<file path="src/rtl/sap_pkg.sv">
// Shared opcodes, FSM states, ALU selects and instruction-field helpers for the SAP core.
package sap_pkg;

  typedef logic [3:0] opcode_t;

  localparam opcode_t OP_NOP = 4'h0;
  localparam opcode_t OP_LDA = 4'h1;
  localparam opcode_t OP_ADD = 4'h2;
  localparam opcode_t OP_SUB = 4'h3;
  localparam opcode_t OP_STA = 4'h4;
  localparam opcode_t OP_LDI = 4'h5;
  localparam opcode_t OP_JMP = 4'h6;
  localparam opcode_t OP_JC  = 4'h7;
  localparam opcode_t OP_JZ  = 4'h8;
  localparam opcode_t OP_INC = 4'h9;
  localparam opcode_t OP_DEC = 4'hA;
  localparam opcode_t OP_OUT = 4'hE;
  localparam opcode_t OP_HLT = 4'hF;

  typedef enum logic [2:0] {
    S_IDLE,
    S_FETCH0,
    S_FETCH1,
    S_EXEC0,
    S_EXEC1,
    S_HALT
  } state_t;

  typedef enum logic [1:0] {
    ALU_ADD,
    ALU_SUB,
    ALU_INC,
    ALU_DEC
  } alu_op_t;

  // Helpers take the IR zero-extended to a fixed width so any DATA_W fits.
  localparam int unsigned IR_MAX_W = 64;

  function automatic opcode_t ir_opcode(input logic [IR_MAX_W-1:0] ir, input int unsigned dw);
    return opcode_t'(ir >> (dw - 4));
  endfunction

  function automatic logic [IR_MAX_W-1:0] ir_low(input logic [IR_MAX_W-1:0] ir, input int unsigned w);
    return ir & ((IR_MAX_W'(1) << w) - IR_MAX_W'(1));
  endfunction

  function automatic logic uses_mem(input opcode_t op);
    return (op == OP_LDA) || (op == OP_ADD) || (op == OP_SUB) || (op == OP_STA);
  endfunction

endpackage

</file>
<file path="src/rtl/sap_alu.sv">
// Combinational accumulator ALU: add/sub against a memory word, increment/decrement.
// Carry means carry-out for ADD/INC and "no borrow" for SUB/DEC.
module sap_alu
  import sap_pkg::*;
#(
  parameter int DATA_W = 8
) (
  input  logic [DATA_W-1:0] i_a,
  input  logic [DATA_W-1:0] i_b,
  input  alu_op_t           i_op,
  output logic [DATA_W-1:0] o_res,
  output logic              o_carry,
  output logic              o_zero
);

  logic [DATA_W:0] w_sum;

  always_comb begin
    w_sum   = '0;
    o_carry = 1'b0;
    case (i_op)
      ALU_ADD: begin
        w_sum   = {1'b0, i_a} + {1'b0, i_b};
        o_carry = w_sum[DATA_W];
      end
      ALU_SUB: begin
        w_sum   = {1'b0, i_a} - {1'b0, i_b};
        o_carry = (i_a >= i_b);
      end
      ALU_INC: begin
        w_sum   = {1'b0, i_a} + (DATA_W+1)'(1);
        o_carry = w_sum[DATA_W];
      end
      ALU_DEC: begin
        w_sum   = {1'b0, i_a} - (DATA_W+1)'(1);
        o_carry = |i_a;
      end
      default: begin
        w_sum   = '0;
        o_carry = 1'b0;
      end
    endcase
  end

  assign o_res  = w_sum[DATA_W-1:0];
  assign o_zero = (o_res == '0);

endmodule

</file>
<file path="src/rtl/sap_cpu.sv">
// SAP accumulator CPU: 3-cycle instructions, 4 for memory operands (LDA/ADD/SUB/STA).
// Program port and start are only honoured while idle or halted.
module sap_cpu
  import sap_pkg::*;
#(
  parameter int DATA_W = 8,
  parameter int ADDR_W = 4
) (
  input  logic              clk,
  input  logic              rst,
  input  logic              start,
  input  logic              prog_we,
  input  logic [ADDR_W-1:0] prog_addr,
  input  logic [DATA_W-1:0] prog_data,
  output logic [DATA_W-1:0] out_data,
  output logic              out_valid,
  output logic              halted,
  output logic              busy,
  output logic              carry,
  output logic              zero
);

  localparam int DEPTH = 2 ** ADDR_W;

  state_t            r_state, w_state_nxt;
  logic [ADDR_W-1:0] r_pc, w_pc_nxt;
  logic [ADDR_W-1:0] r_mar, w_mar_nxt;
  logic [DATA_W-1:0] r_ir, w_ir_nxt;
  logic [DATA_W-1:0] r_a, w_a_nxt;
  logic [DATA_W-1:0] r_out, w_out_nxt;
  logic              r_out_vld, w_out_vld_nxt;
  logic              r_carry, w_carry_nxt;
  logic              r_zero, w_zero_nxt;
  logic              w_sta_we;
  logic [DATA_W-1:0] r_mem [DEPTH];

  opcode_t           w_opc;
  logic [ADDR_W-1:0] w_addr;
  logic [DATA_W-1:0] w_operand;
  logic [DATA_W-1:0] w_mem_rd;
  logic [DATA_W-1:0] w_alu_res;
  logic              w_alu_c, w_alu_z;
  alu_op_t           w_alu_op;
  logic              w_ctrl_ok;

  assign w_opc     = ir_opcode(IR_MAX_W'(r_ir), DATA_W);
  assign w_addr    = ADDR_W'(ir_low(IR_MAX_W'(r_ir), ADDR_W));
  assign w_operand = DATA_W'(ir_low(IR_MAX_W'(r_ir), DATA_W - 4));
  assign w_mem_rd  = r_mem[r_mar];
  assign w_ctrl_ok = (r_state == S_IDLE) || (r_state == S_HALT);

  always_comb begin
    case (w_opc)
      OP_SUB:  w_alu_op = ALU_SUB;
      OP_INC:  w_alu_op = ALU_INC;
      OP_DEC:  w_alu_op = ALU_DEC;
      default: w_alu_op = ALU_ADD;
    endcase
  end

  sap_alu #(.DATA_W(DATA_W)) u_alu (
    .i_a    (r_a),
    .i_b    (w_mem_rd),
    .i_op   (w_alu_op),
    .o_res  (w_alu_res),
    .o_carry(w_alu_c),
    .o_zero (w_alu_z)
  );

  always_ff @(posedge clk) begin
    if (rst) r_state <= S_IDLE;
    else     r_state <= w_state_nxt;
  end

  always_comb begin
    w_state_nxt   = r_state;
    w_pc_nxt      = r_pc;
    w_mar_nxt     = r_mar;
    w_ir_nxt      = r_ir;
    w_a_nxt       = r_a;
    w_out_nxt     = r_out;
    w_out_vld_nxt = 1'b0;
    w_carry_nxt   = r_carry;
    w_zero_nxt    = r_zero;
    w_sta_we      = 1'b0;
    case (r_state)
      S_IDLE, S_HALT: begin
        if (start) begin
          w_pc_nxt    = '0;
          w_mar_nxt   = '0;
          w_ir_nxt    = '0;
          w_a_nxt     = '0;
          w_carry_nxt = 1'b0;
          w_zero_nxt  = 1'b0;
          w_state_nxt = S_FETCH0;
        end
      end
      S_FETCH0: begin
        w_mar_nxt   = r_pc;
        w_state_nxt = S_FETCH1;
      end
      S_FETCH1: begin
        w_ir_nxt    = w_mem_rd;
        w_pc_nxt    = r_pc + ADDR_W'(1);
        w_state_nxt = S_EXEC0;
      end
      S_EXEC0: begin
        if (uses_mem(w_opc)) begin
          w_mar_nxt   = w_addr;
          w_state_nxt = S_EXEC1;
        end else begin
          w_state_nxt = S_FETCH0;
          case (w_opc)
            OP_LDI: w_a_nxt = w_operand;
            OP_JMP: w_pc_nxt = w_addr;
            OP_JC:  if (r_carry) w_pc_nxt = w_addr;
            OP_JZ:  if (r_zero) w_pc_nxt = w_addr;
            OP_INC, OP_DEC: begin
              w_a_nxt     = w_alu_res;
              w_carry_nxt = w_alu_c;
              w_zero_nxt  = w_alu_z;
            end
            OP_OUT: begin
              w_out_nxt     = r_a;
              w_out_vld_nxt = 1'b1;
            end
            OP_HLT: w_state_nxt = S_HALT;
            default: ;
          endcase
        end
      end
      S_EXEC1: begin
        w_state_nxt = S_FETCH0;
        case (w_opc)
          OP_LDA: w_a_nxt = w_mem_rd;
          OP_ADD, OP_SUB: begin
            w_a_nxt     = w_alu_res;
            w_carry_nxt = w_alu_c;
            w_zero_nxt  = w_alu_z;
          end
          OP_STA: w_sta_we = 1'b1;
          default: ;
        endcase
      end
      default: w_state_nxt = S_IDLE;
    endcase
  end

  always_ff @(posedge clk) begin
    if (rst) begin
      r_pc      <= '0;
      r_mar     <= '0;
      r_ir      <= '0;
      r_a       <= '0;
      r_out     <= '0;
      r_out_vld <= 1'b0;
      r_carry   <= 1'b0;
      r_zero    <= 1'b0;
    end else begin
      r_pc      <= w_pc_nxt;
      r_mar     <= w_mar_nxt;
      r_ir      <= w_ir_nxt;
      r_a       <= w_a_nxt;
      r_out     <= w_out_nxt;
      r_out_vld <= w_out_vld_nxt;
      r_carry   <= w_carry_nxt;
      r_zero    <= w_zero_nxt;
    end
  end

  // Memory has no reset; rst only suppresses a write landing on the same edge.
  always_ff @(posedge clk) begin
    if (!rst) begin
      if (w_ctrl_ok && prog_we) r_mem[prog_addr] <= prog_data;
      else if (w_sta_we)        r_mem[r_mar]     <= r_a;
    end
  end

  assign out_data  = r_out;
  assign out_valid = r_out_vld;
  assign halted    = (r_state == S_HALT);
  assign busy      = !w_ctrl_ok;
  assign carry     = r_carry;
  assign zero      = r_zero;

endmodule

</file>
<file path="config.mk">
export PLATFORM = sky130hd
export DESIGN_NAME = sap_cpu
export DESIGN_NICKNAME = d
export VERILOG_FILES = /design/src/rtl/sap_pkg.sv /design/src/rtl/sap_alu.sv /design/src/rtl/sap_cpu.sv
export SDC_FILE = /design/constraint.sdc
export NUM_CORES = 1
export LEC_CHECK = 0
export CAP_MARGIN = 20
export CORE_MARGIN = 3
export CORE_UTILIZATION = 25
export DETAILED_ROUTE_END_ITERATION = 10
export PLACE_DENSITY_LB_ADDON = 0.15
export SLEW_MARGIN = 25
export SYNTH_ARGS = -nofsm -noshare
export SYNTH_HDL_FRONTEND = slang
export SYNTH_SLANG_ARGS = --single-unit
</file>
<file path="constraint.sdc">
create_clock -name clk -period 3.5 [get_ports clk]
set_clock_uncertainty 0.05 [all_clocks]
set_input_delay 1.05 -clock clk [delete_from_list [all_inputs] [get_ports clk]]
set_output_delay 1.05 -clock clk [all_outputs]
set_load 0.1 [all_outputs]
</file>
==> impl_metrics.env <==
export IMPL_outcome="finished with violations"
export IMPL_failed_checks="setup timing"
export IMPL_yosysSeqAreaShare_pct=56.39
export IMPL_dp_hpwl_um=16490
export IMPL_mostFrequentLayoutCells="edfxtp_1, buf_4, nor2_1, nand2_1, dfxtp_1"
export IMPL_n_antenna_cell=0
export IMPL_drc_errors=0
export IMPL_nets=784
export IMPL_place_congestion=0.8379
export IMPL_synth_edff_count=128
export IMPL_period_share_pct=100.9
export IMPL_grt_use_total_pct=13.19
export IMPL_fin_ws_ns=-0.03002
export IMPL_placed_area_um2=9517
export IMPL_viasPerCell=4.826
export IMPL_core_um2=32620
export IMPL_power_density_nw_per_um2=499.9
export IMPL_area_delta_synth_final_pct=28.68
export IMPL_cts_buffers=17
export IMPL_initial_core_util_pct=25.47
export IMPL_die_w_um=188.3
export IMPL_p_switching_uw=1673
export IMPL_die_h_um=188.3
export IMPL_ff2ff_setup_slack_ns=-0.03
export IMPL_routed_wl_um=23310
export IMPL_worstSetupPathType="flop to flop"
export IMPL_final_common_cell="edfxtp_1"
export IMPL_dr_pass1_iters=5
export IMPL_setup_violations=2
export IMPL_power_frac_seq_pct=43.0
export IMPL_synth_area_leaders="edfxtp_1, mux4_2, dfxtp_1"
export IMPL_cts_max_level=4
export IMPL_syn_inst=640
export IMPL_cp_end_kind="flop"
export IMPL_fillers=3190
export IMPL_seq_area_um2=4688
export IMPL_syn_area_um2=8307
export IMPL_utilization_pct=32.77
export IMPL_synthesis_nets=677
export IMPL_synth_cell_types=68
export IMPL_yosys_warnings=0
export IMPL_synth_seq_cells=170
export IMPL_core_rowCount=66
export IMPL_synthArstFlopShare_pct=0
export IMPL_cp_required_ns=3.81
export IMPL_clkPwrFrac_pct=38.3
export IMPL_worst_pin_slew_ns=0.7400
export IMPL_swShare_pct=31.32
export IMPL_design_area_um2=10690
export IMPL_rsz0062_at_grt="yes"
export IMPL_slew_violations=0
export IMPL_startpoint_type="flop"
export IMPL_hold_viol_final=0
export IMPL_cp_arrival_ns=3.84
export IMPL_p_leak_uw=0.003638
export IMPL_p_comb_share_pct=18.7
export IMPL_antenna_found_initial=0
export IMPL_synth_ff_type="edfxtp_1"
export IMPL_fmax_mhz=283.3
export IMPL_internal_power_uw=3670
export IMPL_clock_sinks=170
export IMPL_grt_pass1_wl_um=35690
export IMPL_grt_start_max_net_pins=40
export IMPL_multiInputGateArea_um2=3600
export IMPL_routedWlPerCell_um=19.39
export IMPL_hold_class="flop to flop"
export IMPL_cts_tree="built"
export IMPL_peakVddDrop_mv=0.3572
export IMPL_synth_top_area_share_pct=46.27
export IMPL_clkTransAtPathRegs_ns=0.08
export IMPL_overflow=0
export IMPL_maxCapViolCount=0
export IMPL_insertion_delay_ns=0.44
export IMPL_final_layout_size_suffix_gt1_share_pct=32.89
export IMPL_clock_tree_root_cell="clkbuf_16"
export IMPL_io_pins=29
export IMPL_fin_crit_ns=3.530
export IMPL_vias=5801
export IMPL_ant_nets=0
export IMPL_port_buffers=28
export IMPL_crit_fanout=4
export IMPL_syn_area_per_cell_um2=12.98
export IMPL_drtIter0Drc=343
export IMPL_grt_pass1_vias=5894
export IMPL_relSlewSlack_pct=50.67
export IMPL_synth_area_leader_cell="edfxtp_1"
export IMPL_clock_path_buffers=2
export IMPL_die_area_um2=35450
## critical path, cell delays in order, from the launching register on
cell     delay, ns
dfxtp_4       0.39
buf_6         0.10
buf_6         0.10
mux4_2        0.49
mux4_2        0.55
ha_4          0.20
fa_2          0.38
inv_2         0.09
a31oi_4       0.08
o21ai_2       0.18
mux2i_1       0.27
nor4_2        0.08
or3_1         0.38
o21ai_1       0.13
## power by group through the flow
stage / logic (uW) / clock network [uW] / registers (uW)
floorplan: 599 / 0 / 2290
global placement: 844 / 0 / 2340
detailed placement: 856 / 0 / 2340
CTS: 904 / 2100 / 2290
global route: 1090 / 2200 / 2310
finish: 997 / 2050 / 2300
## repair_timing
item	CTS	global route
gates cloned	1	0
hold buffers	0	0
setup endpoints to repair	7	8
pin swaps	6	37
buffers inserted	4	19
gates resized for setup	26	50
## flip-flops by register name, summed over array words and instances, names as in the netlist, named ones only
name       cells
r_mar          4
carry          1
r_state        3
r_mem        128
r_ir           8
zero           1
out_valid      1
r_a            8
r_pc           4
out_data       8
## path summary, 6_finish.rpt
kind / start / end / cells past startpoint
worst max register to register: flop / zero / 13
worst min register to register: out_data[2] / out_data[2] / 2
worst min-delay path: out_data[2] / out_data[2] / 2
worst max-delay path: flop / zero / 13
## per-layer routing
layer | global-route usage, % | share of wire (%) | up-vias
met4 | 3.810 | 1.6 | 0
met5 | 0 | 0 | -
li1 | - | - | 2705
met1 | 16.96 | 44 | 2961
met2 | 22.62 | 51 | 112
met3 | 2.605 | 3.4 | 23
## synth_stat cells, drive strengths merged, types with 15 or more instances
| master | instances |
|---|---|
| nand2 | 44 |
| o21ai | 26 |
| a21oi | 28 |
| nor2 | 65 |
| buf | 25 |
| nor3 | 20 |
| inv | 26 |
| ha | 19 |
| dfxtp | 42 |
| edfxtp | 128 |
| a22oi | 15 |
| mux4 | 40 |
## metrics by stage
| step | instances | TNS, ns | setup slack [ns] | hold WS [ns] | total power [uW] |
|---|---|---|---|---|---|
| 2_1_floorplan | 640 | 0 | 0.02707 | 0.4344 | 2891 |
| 5_1_grt | 1202 | -0.6988 | -0.1849 | 0.4802 | 5590 |
| 3_5_place_dp | 1147 | -0.5810 | -0.1771 | 0.4342 | 3195 |
| 4_1_cts | 1184 | 0 | 0.0009845 | 0.4541 | 5299 |
| 3_3_place_gp | 1147 | -0.3390 | -0.1080 | 0.4234 | 3182 |
| 6_report | 1202 | -0.04460 | -0.03002 | 0.4469 | 5344 |
## final cells by class
class	instances	area share, %
Clock buffer	17	3.980
Clock inverter	15	2.095
Inverter	27	0.9598
Multi-Input combinational cell	404	33.68
Sequential cell	170	43.86
Tap cell	442	5.174
Timing Repair Buffer	127	10.25
## cell families (layout without fill, tap and decap cells)
logic type | Yosys count | in the layout | synth area share (%)
buffers and inverters | 66 | 186 | 3.796
flip-flops | 170 | 170 | 56.39
adder cells (fa/ha/maj) | 23 | 23 | 3.585
XOR/XNOR | 6 | 6 | 0.6326
AND/OR/NAND/NOR | 192 | 192 | 12.17
multiplexers | 54 | 54 | 12.53
AO/OA/AOI/OAI | 129 | 129 | 10.89
(Power assumes the default switching activity.)
